$ cat config.mk
export PLATFORM = sky130hd
export DESIGN_NAME = id_hazard_scheduler
export DESIGN_NICKNAME = d
export VERILOG_FILES = /design/src/rtl/id_hazard_scheduler.sv
export SDC_FILE = /design/constraint.sdc
export NUM_CORES = 1
export LEC_CHECK = 0
export ABC_CLOCK_PERIOD_IN_PS = 4500
export BUFFER_PORTS_ARGS = -buffer_cell sky130_fd_sc_hd__buf_4
export CAP_MARGIN = 5
export CORE_ASPECT_RATIO = 0.9
export CORE_MARGIN = 2
export CORE_UTILIZATION = 54
export DETAILED_ROUTE_END_ITERATION = 8
export GPL_TIMING_DRIVEN = 0
export PLACE_DENSITY = 0.79
export SETUP_SLACK_MARGIN = 0.15
export SLEW_MARGIN = 15
export SYNTH_ARGS = -nofsm -noshare
export SYNTH_HDL_FRONTEND = slang
export SYNTH_SLANG_ARGS = --single-unit
$ cat constraint.sdc
create_clock -name clock -period 4.5 [get_ports clock]
set_clock_uncertainty 0.2 [all_clocks]
set_input_delay 0.9 -clock clock [delete_from_list [all_inputs] [get_ports clock]]
set_output_delay 0.9 -clock clock [all_outputs]
set_load 0.02 [all_outputs]
$ cat src/rtl/id_hazard_scheduler.sv
// id_hazard_scheduler
// In-order issue control between decode and execute. A 32-entry scoreboard
// tracks registers with pending writes. Each cycle the decode-stage
// instruction either issues, stalls fetch/decode on a RAW/WAW hazard, or is
// squashed while a control-flow redirect from execute is being flushed.
module id_hazard_scheduler #(
   parameter int FLUSH_CYCLES = 2
) (
   input  logic        clock,
   input  logic        reset,
   input  logic        id_valid,
   input  logic [6:0]  id_opcode,
   input  logic [4:0]  id_rs1,
   input  logic [4:0]  id_rs2,
   input  logic [4:0]  id_rd,
   input  logic        wb_valid,
   input  logic [4:0]  wb_rd,
   input  logic        ex_redirect,
   output logic        issue,
   output logic        stall_fetch,
   output logic        stall_decode,
   output logic        flush,
   output logic [31:0] busy_map
);

   typedef enum logic [0:0] {
      RUN    = 1'b0,
      SQUASH = 1'b1
   } schedState_t;

   localparam logic [2:0] FlushLoad = 3'(FLUSH_CYCLES);

   schedState_t state_q, state_d;
   logic [2:0]  cnt_q, cnt_d;
   logic [31:0] busyMap_q, busyMap_d;

   logic        usesRs1;
   logic        usesRs2;
   logic        writesRd;
   logic [31:0] wbMask;
   logic [31:0] setMask;
   logic [31:0] effBusy;
   logic        hazard;
   logic        flushActive;

   // Decode the opcode class into which register fields are actually used.
   always_comb begin
      usesRs1  = 1'b0;
      usesRs2  = 1'b0;
      writesRd = 1'b0;
      case (id_opcode)
         7'b0110011: begin usesRs1 = 1'b1; usesRs2 = 1'b1; writesRd = 1'b1; end
         7'b0100011,
         7'b1100011: begin usesRs1 = 1'b1; usesRs2 = 1'b1; end
         7'b0010011,
         7'b0000011,
         7'b1100111: begin usesRs1 = 1'b1; writesRd = 1'b1; end
         7'b0110111,
         7'b0010111,
         7'b1101111: begin writesRd = 1'b1; end
         default:    begin end
      endcase
   end

   // A same-cycle writeback satisfies a read (write-first regfile), and x0 is never busy.
   always_comb begin
      wbMask  = wb_valid ? (32'h1 << wb_rd) : 32'h0;
      effBusy = busyMap_q & ~wbMask & ~32'h1;
      hazard  = id_valid & ((usesRs1  & effBusy[id_rs1]) |
                            (usesRs2  & effBusy[id_rs2]) |
                            (writesRd & effBusy[id_rd]));
   end

   // Issue/stall/flush decisions; a flush overrides a stall and reset forces all low.
   always_comb begin
      flushActive  = ex_redirect | (state_q == SQUASH);
      issue        = reset & id_valid & ~hazard & ~flushActive;
      stall_fetch  = reset & id_valid & hazard & ~flushActive;
      stall_decode = reset & id_valid & hazard & ~flushActive;
      flush        = reset & flushActive;
      busy_map     = busyMap_q;
   end

   // Scoreboard next state: retire clears first, then an issuing writer sets its bit.
   always_comb begin
      setMask   = (issue && writesRd && (id_rd != 5'd0)) ? (32'h1 << id_rd) : 32'h0;
      busyMap_d = ((busyMap_q & ~wbMask) | setMask) & ~32'h1;
   end

   // Squash sequencing: a redirect (re)loads the counter, leaving after the cnt==1 cycle.
   always_comb begin
      state_d = state_q;
      cnt_d   = cnt_q;
      case (state_q)
         RUN: begin
            if (ex_redirect) begin
               state_d = SQUASH;
               cnt_d   = FlushLoad;
            end
         end
         SQUASH: begin
            if (ex_redirect) begin
               cnt_d = FlushLoad;
            end else if (cnt_q == 3'd1) begin
               state_d = RUN;
               cnt_d   = 3'd0;
            end else begin
               cnt_d = cnt_q - 3'd1;
            end
         end
         default: begin
            state_d = RUN;
            cnt_d   = 3'd0;
         end
      endcase
   end

   // State, counter and scoreboard registers with synchronous active-low clear.
   always_ff @(posedge clock) begin
      if (!reset) begin
         state_q   <= RUN;
         cnt_q     <= 3'd0;
         busyMap_q <= 32'h0;
      end else begin
         state_q   <= state_d;
         cnt_q     <= cnt_d;
         busyMap_q <= busyMap_d;
      end
   end

endmodule

==> results of run 1 <==
-- cell families (layout without fill, tap and decap cells) --
kind of cell	after synthesis	in the layout
compound gates	132	132
simple gates	124	124
buf+inv	38	122
flops	35	35
mux	19	19
fa+ha+maj	2	2
other cells	1	1
-- state kept, by name, indices dropped and copies added (netlist names) --
| register | flops |
|---|---|
| busy_map | 31 |
| cnt_q | 3 |
| state_q | 1 |
-- placed cells by master (no fill, tap or decap), types with 6 or more instances in the layout --
master,Yosys,layout
mux2i_1,14,13
o2111ai_1,8,8
nand3_1,14,14
o211ai_1,24,24
o21ai_0,22,10
nor2b_1,6,6
o31ai_1,11,11
o21ai_1,13,8
a21oi_1,8,8
clkbuf_1,22,17
dfxtp_1,35,35
buf_6,0,8
clkbuf_8,0,8
nor3_1,7,6
nor2_1,27,26
o21ai_2,1,15
o32ai_1,13,13
inv_1,6,6
nand2_1,26,23
o22ai_1,10,9
buf_4,2,73
-- repair_timing --
action,in CTS,in global routing
gates cloned,0,0
hold buffers,0,0
gates resized for setup,56,34
setup endpoints to repair,3,3
pin swaps,13,15
setup buffers,14,7
-- per-layer routing --
layer / up-vias / track usage, % / wire length, um
li1: 1561 / - / -
met1: 1653 / 54.5 / 4500
met2: 355 / 55.4 / 5110
met3: 60 / 10.4 / 1630
met4: 0 / 11.7 / 458
met5: - / 0 / 0
-- synthesized netlist by cell type (4+ instances only) --
library cell,instances
a21oi_1,8
clkbuf_1,22
dfxtp_1,35
inv_1,6
mux2i_1,14
mux4_2,5
nand2_1,26
nand2b_1,6
nand3_1,14
nand3b_1,4
nand4_1,4
nand4_2,4
nand4b_1,4
nor2_1,27
nor2b_1,6
nor3_1,7
o2111ai_1,8
o211ai_1,24
o21ai_0,22
o21ai_1,13
o22ai_1,10
o31ai_1,11
o32ai_1,13
-- worst paths after layout --
check,to,depth (start not counted)
setup reg to reg,busy_map[12]$_SDFF_PN0_,9
setup / recovery,issue,11
hold reg to reg,busy_map[28]$_SDFF_PN0_,2
hold / removal,busy_map[28]$_SDFF_PN0_,2
-- power groups by stage --
stage                     sequential, mW  combinational, mW  clock (mW)
after floorplan                    0.321             0.0761           0
after global placement             0.321              0.118           0
after detailed placement           0.321              0.120           0
after CTS                          0.314              0.134       0.255
after global routing               0.315              0.158       0.269
final                              0.315              0.150       0.264
-- worst max-delay path, stage by stage --
cell and delay [ns]:
buf_12 0.11, or4b_4 0.64, o21ai_4 0.18, o22ai_1 0.09, nor4_2 0.35, nand3_1 0.21
a31oi_4 0.29, nand2_4 0.10, clkbuf_16 0.16, nor3_4 0.12, buf_6 0.14
-- per-stage QoR --
step           std cells  cell area [um^2]
3_3_place_gp         471              3300
6_report             500              3900
5_1_grt              500              3900
3_5_place_dp         471              3300
4_1_cts              493              3720
2_1_floorplan        351              2810
-- layout make-up --
class | count | area (um^2) | area share [%]
Multi-Input combinational cell | 278 | 2200 | 56.5
Sequential cell | 35 | 701 | 18.0
Timing Repair Buffer | 76 | 602 | 15.4
Buffer | 30 | 183 | 4.68
Clock buffer | 8 | 100 | 2.57
Tap cell | 65 | 81.3 | 2.09
Inverter | 8 | 30.0 | 0.770
==> impl_metrics.csv, run 1 <==
group,metric,value,unit
run_status,status,"completed",
pwr,power_density,187,mW/mm^2
cts,max-clock-path-buffers,2,
pwr,p_clk_share,36.3,%
synthesis,synth_area,0.00280,mm^2
worst_setup_path,start_kind,"input pin",
drt,drt_iter0_markers,531,
cts,cts_tree,"done",
cts,cts-root-buf,"clkbuf_8",
pwr,combPwrFrac,20.6,%
synthesis,async_flop_share,0,%
worst_setup_path,crit_fanout,7,
timing,tightest_slew,0.764,ns
floorplanning,core-area,0.00492,mm^2
final_layout,fillers,354,
synthesis,syn-mean-instance-area,7.97,um^2
drt,drt_wl_total,11700,um
cts,insertion_delay,0.30,ns
drt,wl_per_cell,23.4,um
synthesis,synth.largest_area_cell,"dfxtp_1",
placement,preCtsSetupSlack,-0.799,ns
synthesis,synth_flop_cell,"dfxtp_1",
final_layout,nets,468,
cts,clk_pin_slew,0.08,ns
timing,rsz0062_at_grt,"true",
timing,worst_hold_slack,0.328,ns
synthesis,synth-compound-area-share,34.0,%
timing,min_period_over_period,97.7,%
floorplanning,fp.dieH,72.3,um
grt,antenna_found_initial,0,
worst_setup_path,reg2reg_from,"busy_map[9]$_SDFF_PN0_",
worst_setup_path,ff2ff_setup_slack,1.61,ns
drt,vias_per_cell,7.26,
worst_setup_path,cp.required,3.40,ns
synthesis,ys_types,59,
synthesis,ys_warn_count,0,
grt,grt_max_degree,11,
final_layout,diodes,0,
synthesis,yosys.area_share.xor_xnor,0,%
synthesis,synth-seq-area-share,25.0,%
cts,cts_num_sinks,35,
pwr,seqPwrFrac,43.2,%
job,cap_violations,0,
grt,overflow,0,
worst_hold_path,min_from,"busy_map[28]$_SDFF_PN0_",
timing,hold_violations,0,
drt,vias,3629,
floorplanning,initial_core_util,56.8,%
floorplanning,design.die.area,0.00577,mm^2
synthesis,synth_top_family_by_area,"compound AO/OA/AOI/OAI gates",
worst_setup_path,critPathKind,"input pin to output pin",
cts,numCtsBuffers,5,
pwr,intPower,0.507,mW
floorplanning,ios,68,
synthesis,synth_edf_count,0,
worst_setup_path,setup.worst_path.start,"wb_rd[2]",
cts,htree_levels,2,
synthesis,synth_top_area_share,25.0,%
drt,firstDrtPassIters,5,
timing,slew_viol_final,0,
final_layout,area_growth_syn_to_layout,39.4,%
drt,drc,0,
synthesis,synthAdderAreaFrac,0.894,%
synthesis,syn_inst,351,
floorplanning,fp-row-count,24,
grt,grt_usage,37.8,%
drt,ant_nets,0,
timing,max_freq,228,MHz
synthesis,yosys.area_share.simple,25.4,%
timing,fin_setup_tns,0,ns
synthesis,synth-seq-cells,35,
final_layout,utilization,79.2,%
placement,portBuffers,55,
synthesis,synth_area_leaders,"dfxtp_1 25%, o211ai_1 6.4%, mux2i_1 5.0%, o32ai_1 4.1%, mux4_2 4.0%",
placement,dp_hpwl,7870,um
pwr,switching_share,30.4,%
timing,finalSetupViolCount,0,
timing,worst_slack,0.106,ns
floorplanning,die_w,79.9,um
worst_setup_path,endpoint_kind,"output pin",
timing,min_period,4.39,ns
timing,slew_headroom,49.0,%
pwr,p_total,0.729,mW
final_layout,drive_gt1_share,34.0,%
pwr,leakagePower,1.37,nW
grt,grt_pass1_vias,3133,
worst_setup_path,arrival,3.29,ns
pwr,p_switching,0.221,mW
placement,gp_congestion,1.08,
synthesis,syn-num-nets,385,
synthesis,synth.area.mux_share,9.03,%
grt,grt_pass1_wl,16800,um
pwr,vdd_drop_max,0.000173,V
worst_hold_path,hp-class,"flop to flop",
Note: power is estimated with default switching activity, not from simulation.
==> inputs of run 2 (changes only) <==
--- a/config.mk
+++ b/config.mk
@@ -14,7 +14,8 @@
 export DETAILED_ROUTE_END_ITERATION = 8
 export GPL_TIMING_DRIVEN = 0
 export PLACE_DENSITY = 0.79
-export SETUP_SLACK_MARGIN = 0.15
+export RECOVER_POWER = 50
+export SETUP_SLACK_MARGIN = 0.2
 export SLEW_MARGIN = 15
 export SYNTH_ARGS = -nofsm -noshare
 export SYNTH_HDL_FRONTEND = slang
==> run 2 against run 1 <==
  * Total power fell by 4.4%
  * Count of clock-buffer cells in the layout fell by 2
  * Non-clock buffer count fell by 2
  * Hold slack got worse by 0.0087 ns
  * Critical path depth did not move
  * Sequential share of layout area rose by 0.73 points
  * Clock power fell by 11%
  * Via count rose by 0.69%
  * Critical path type unchanged
  * Highest routed layer unchanged
==> impl_metrics.csv, run 2 (same netlist as run 1, synthesis figures left out) <==
group,metric,value,unit
drt,drt_wl_total,11800,um
final_layout,largest_register_ffs,31,
placement,preCtsSetupSlack,-0.752,ns
cts,htree_levels,2,
pwr,switching_share,30.5,%
floorplanning,fp.dieH,72.3,um
drt,vias_per_cell,7.35,
worst_hold_path,hp-class,"flop to flop",
grt,grt_pass1_wl,17900,um
worst_setup_path,ff2ff_setup_slack,1.74,ns
placement,placed_area,0.00333,mm^2
grt,grt_pass1_vias,3496,
floorplanning,ios,68,
floorplanning,fp-row-count,24,
cts,max-clock-path-buffers,2,
pwr,p_switching,0.213,mW
timing,min_period,4.35,ns
drt,vias,3654,
final_layout,area_growth_syn_to_layout,33.9,%
worst_setup_path,reg2reg_from,"busy_map[9]$_SDFF_PN0_",
timing,tightest_slew,0.770,ns
pwr,leakagePower,1.22,nW
final_layout,layout_commonest_cell,"buf_4",
timing,worst_slack,0.148,ns
grt,grt_usage,40.8,%
final_layout,utilization,76.1,%
worst_setup_path,cp.required,3.40,ns
timing,slew_viol_final,0,
worst_setup_path,arrival,3.25,ns
final_layout,fillers,371,
final_layout,instances_no_fill,497,
drt,drc,0,
timing,min_period_over_period,96.7,%
final_layout,layout_common_cells,"48 x buf_4, 46 x clkbuf_1, 35 x dfxtp_1, 26 x nor2_1, 24 x o211ai_1",
grt,antenna_found_initial,0,
pwr,combPwrFrac,21.3,%
floorplanning,design.die.area,0.00577,mm^2
final_layout,diodes,0,
worst_setup_path,worstReg2RegEnd,"busy_map[8]$_SDFF_PN0_",
worst_hold_path,hold_depth,2,
timing,hold_violations,0,
cts,clk_pin_slew,0.07,ns
timing,finalSetupViolCount,0,
pwr,seqPwrFrac,45.1,%
run_status,status,"completed",
worst_setup_path,crit_fanout,8,
pwr,p_total,0.697,mW
pwr,p_clk_share,33.6,%
worst_setup_path,endpoint_kind,"output pin",
placement,dp_hpwl,7960,um
drt,firstDrtPassIters,5,
timing,rsz0062_at_grt,"true",
cts,cts_num_sinks,35,
cts,cts-root-buf,"clkbuf_8",
job,cap_violations,0,
worst_setup_path,reg2reg_depth,8,
cts,cts_tree,"done",
drt,wl_per_cell,23.8,um
final_layout,drive_gt1_share,25.9,%
pwr,vdd_drop_max,0.000180,V
placement,gp_congestion,1.00,
worst_setup_path,critPathKind,"input pin to output pin",
floorplanning,core-area,0.00492,mm^2
pwr,intPower,0.484,mW
final_layout,nets,466,
final_layout,design_area,0.00375,mm^2
drt,ant_nets,0,
worst_hold_path,min_from,"busy_map[17]$_SDFF_PN0_",
floorplanning,die_w,79.9,um
cts,insertion_delay,0.29,ns
floorplanning,initial_core_util,56.8,%
placement,portBuffers,55,
timing,slew_headroom,48.5,%
worst_hold_path,min_to,"busy_map[17]$_SDFF_PN0_",
worst_setup_path,start_kind,"input pin",
timing,max_freq,230,MHz
pwr,power_density,186,mW/mm^2
drt,drt_iter0_markers,491,
placement,place_inst,471,
cts,numCtsBuffers,5,
grt,overflow,0,
grt,grt_max_degree,12,
## run 2: per-stage QoR
stage,setup TNS (ns),hold WS (ns)
final,0,0.319
after global routing,0,0.339
after CTS,0,0.312
after detailed placement,-1.31,0.300
after global placement,-1.33,0.278
after floorplan,0,0.262
## run 2: critical path, cell delays in order
cell     delay [ns]
buf_4          0.15
or4b_4         0.66
o21ai_4        0.23
o22ai_1        0.16
nor4_4         0.23
nand3_2        0.15
a31oi_4        0.21
buf_6          0.15
a41oi_4        0.11
buf_4          0.15
buf_4          0.14
## run 2: power groups by stage
stage | registers, mW | logic [mW] | clock network, mW
finish | 0.314 | 0.148 | 0.234
global route | 0.314 | 0.156 | 0.247
CTS | 0.314 | 0.137 | 0.235
detailed placement | 0.321 | 0.122 | 0
global placement | 0.321 | 0.119 | 0
floorplan | 0.321 | 0.0768 | 0
## run 2: final cells by class
type                       instances  area [um^2]  area share [%]
buffer                            29          161            4.31
clock buffer                       6         82.6            2.20
clock inverter                     1         5.00           0.134
inverter                           8         30.0           0.801
multi-input combinational        278         2240            59.7
sequential                        35          701            18.7
tap                               65         81.3            2.17
timing repair buffer              75          450            12.0
## run 2: layer usage
layer	wire, um	GRT usage [%]	share of wire, %
met1	4460	53.4	38
met2	5060	60.6	43
met3	1590	10.8	13
met4	707	24.3	6.0
met5	0	0	0
## run 2: what timing repair did
action / 4_1_cts / 5_1_grt
endpoints found under the setup margin: 3 / 3
buffers inserted: 18 / 2
hold buffers: 0 / 0
hold endpoints to repair: 0 / 0
resized for setup: 62 / 14
pin swaps: 16 / 3
## run 2: worst max-delay path by stage
stage                  start     endpoint  depth (start not counted)
finish              wb_rd[2]  stall_fetch                         11
global route        wb_rd[0]        issue                         10
CTS                 wb_rd[1]  stall_fetch                         10
detailed placement  wb_rd[1]        issue                         11
global placement    wb_rd[1]        issue                         11
floorplan           wb_rd[1]  stall_fetch                          9
==> inputs of run 3 (changes only) <==
--- a/config.mk
+++ b/config.mk
@@ -9,11 +9,11 @@
 export BUFFER_PORTS_ARGS = -buffer_cell sky130_fd_sc_hd__buf_4
 export CAP_MARGIN = 5
 export CORE_ASPECT_RATIO = 0.9
-export CORE_MARGIN = 2
-export CORE_UTILIZATION = 54
+export CORE_MARGIN = 3
+export CORE_UTILIZATION = 35
 export DETAILED_ROUTE_END_ITERATION = 8
 export GPL_TIMING_DRIVEN = 0
-export PLACE_DENSITY = 0.79
+export PLACE_DENSITY = 0.54
 export RECOVER_POWER = 50
 export SETUP_SLACK_MARGIN = 0.2
 export SLEW_MARGIN = 15
==> run 3 against run 2 <==
  * Maximum frequency grew 2.2%
  * Die area grew 58%
  * Largest cell class unchanged
  * Sequential share of layout area shrank 0.84 points
==> impl_metrics.csv, run 3 (same netlist as run 1, synthesis figures left out) <==
group,metric,value,unit
worst_setup_path,endpoint_kind,"output pin",
job,cap_violations,0,
timing,min_period_over_period,94.6,%
cts,cts_num_sinks,35,
drt,vias_per_cell,6.44,
pwr,p_switching,0.217,mW
pwr,power_density,205,mW/mm^2
drt,drc,0,
worst_hold_path,hp-class,"flop to flop",
timing,slew_headroom,50.3,%
pwr,leakagePower,1.27,nW
final_layout,area_growth_syn_to_layout,40.2,%
timing,tightest_slew,0.746,ns
placement,dp_hpwl,8490,um
cts,insertion_delay,0.29,ns
cts,clk_pin_slew,0.08,ns
worst_setup_path,start_kind,"input pin",
drt,firstDrtPassIters,5,
floorplanning,initial_core_util,36.5,%
timing,rsz0062_at_grt,"true",
floorplanning,ios,68,
final_layout,diodes,0,
floorplanning,core-area,0.00766,mm^2
grt,grt_max_degree,13,
drt,vias,3432,
floorplanning,fp-row-count,30,
worst_setup_path,crit_fanout,8,
placement,portBuffers,55,
worst_setup_path,critPathKind,"input pin to output pin",
run_status,status,"completed",
worst_setup_path,cp.required,3.40,ns
drt,drt_wl_total,11400,um
final_layout,fillers,775,
floorplanning,die_w,100,um
pwr,p_clk_share,42.6,%
pwr,seqPwrFrac,39.0,%
worst_setup_path,arrival,3.16,ns
final_layout,layout_common_cells,"46 x clkbuf_1, 42 x buf_4, 35 x dfxtp_1, 26 x nor2_1, 24 x o211ai_1",
grt,grt_usage,24.8,%
cts,cts-root-buf,"clkbuf_8",
timing,worst_hold_slack,0.310,ns
pwr,vdd_drop_max,0.000153,V
final_layout,drive_gt1_share,27.7,%
worst_setup_path,worstReg2RegEnd,"busy_map[10]$_SDFF_PN0_",
worst_setup_path,reg2reg_depth,8,
worst_setup_path,critPathCapture,"issue",
floorplanning,fp.dieH,90.8,um
drt,drt_iter0_markers,260,
floorplanning,design.die.area,0.00910,mm^2
worst_setup_path,reg2reg_from,"busy_map[31]$_SDFF_PN0_",
grt,grt_pass1_wl,17800,um
final_layout,nets,470,
placement,gp_congestion,0.998,
pwr,switching_share,26.9,%
cts,cts_tree,"done",
placement,place_inst,502,
pwr,intPower,0.589,mW
grt,overflow,0,
final_layout,instances_no_fill,533,
pwr,combPwrFrac,18.5,%
cts,htree_levels,2,
final_layout,largest_register_ffs,31,
worst_setup_path,setup.worst_path.start,"wb_rd[0]",
drt,wl_per_cell,21.4,um
worst_hold_path,min_from,"cnt_q[0]$_SDFFE_PN0N_",
timing,max_freq,235,MHz
drt,ant_nets,0,
timing,min_period,4.26,ns
final_layout,layout_commonest_cell,"clkbuf_1",
grt,antenna_found_initial,0,
worst_setup_path,ff2ff_setup_slack,1.83,ns
timing,slew_viol_final,0,
cts,max-clock-path-buffers,2,
timing,hold_violations,0,
grt,grt_pass1_vias,3183,
timing,finalSetupViolCount,0,
cts,numCtsBuffers,5,
[run 3: cell types whose count changed in the layout (fill, tap and decap cells not counted), sizes merged]
cell	change
clkbuf	+1
clkinvlp	+1
buf	+2
bufinv	+2
clkinv	-1
[run 3: worst min-delay path by stage]
stage / cells past startpoint / slack, ns / to
2_1_floorplan: 2 / 0.26 / cnt_q[0]$_SDFFE_PN0N_
3_3_place_gp: 2 / 0.27 / cnt_q[0]$_SDFFE_PN0N_
3_5_place_dp: 2 / 0.29 / cnt_q[0]$_SDFFE_PN0N_
4_1_cts: 2 / 0.31 / cnt_q[0]$_SDFFE_PN0N_
5_1_grt: 2 / 0.34 / cnt_q[0]$_SDFFE_PN0N_
6_report: 2 / 0.31 / cnt_q[0]$_SDFFE_PN0N_
[run 3: through the flow]
stage               total power, mW  util (%)  worst slack, ns  cell area [um^2]  TNS, ns
floorplan                     0.397         -            0.161              2830        0
global placement              0.443      44.0           -0.743              3370    -1.66
detailed placement            0.443      44.0           -0.695              3370    -1.40
CTS                           0.802      50.6            0.202              3870        0
global route                  0.839      51.2            0.178              3920        0
finish                        0.806      51.2            0.243              3920        0
[run 3: critical path, stage by stage]
cell	delay (ns)
buf_12	0.11
or4b_4	0.65
o21ai_4	0.19
mux2i_1	0.11
a2111oi_2	0.46
a311oi_4	0.10
a31oi_4	0.23
nand2_2	0.09
nor3_4	0.17
buf_6	0.13
[run 3: cell type report]
type                            instances  area (um^2)  area share [%]
Clock buffer                            5         68.8            1.75
Timing Repair Buffer                   78          492            12.5
Inverter                                8         30.0           0.766
Sequential cell                        35          701            17.9
Buffer                                 30          206            5.26
Multi-Input combinational cell        278         2240            57.0
Clock inverter                          3         67.6            1.72
Tap cell                               96          120            3.06
[run 3: what timing repair did]
item / 4_1_cts / 5_1_grt
setup endpoints to repair: 3 / 3
pin swaps: 14 / 18
gates resized for setup: 63 / 32
cloned: 0 / 0
setup buffers: 16 / 7
hold buffers: 0 / 0
[run 3: per-layer routing]
layer	global-route usage [%]	up-vias	part of all wire, %
met2	35.1	186	42
met4	6.96	0	1.9
met3	6.18	19	9.5
met1	36.8	1658	46
met5	0	-	0
li1	-	1569	-
[run 3: power groups by stage]
| stage | sequential (mW) | clock (mW) | combinational, mW |
|---|---|---|---|
| after floorplan | 0.321 | 0 | 0.0768 |
| after CTS | 0.314 | 0.349 | 0.139 |
| final | 0.314 | 0.343 | 0.149 |
| after global routing | 0.314 | 0.364 | 0.161 |
| after global placement | 0.321 | 0 | 0.121 |
| after detailed placement | 0.321 | 0 | 0.122 |
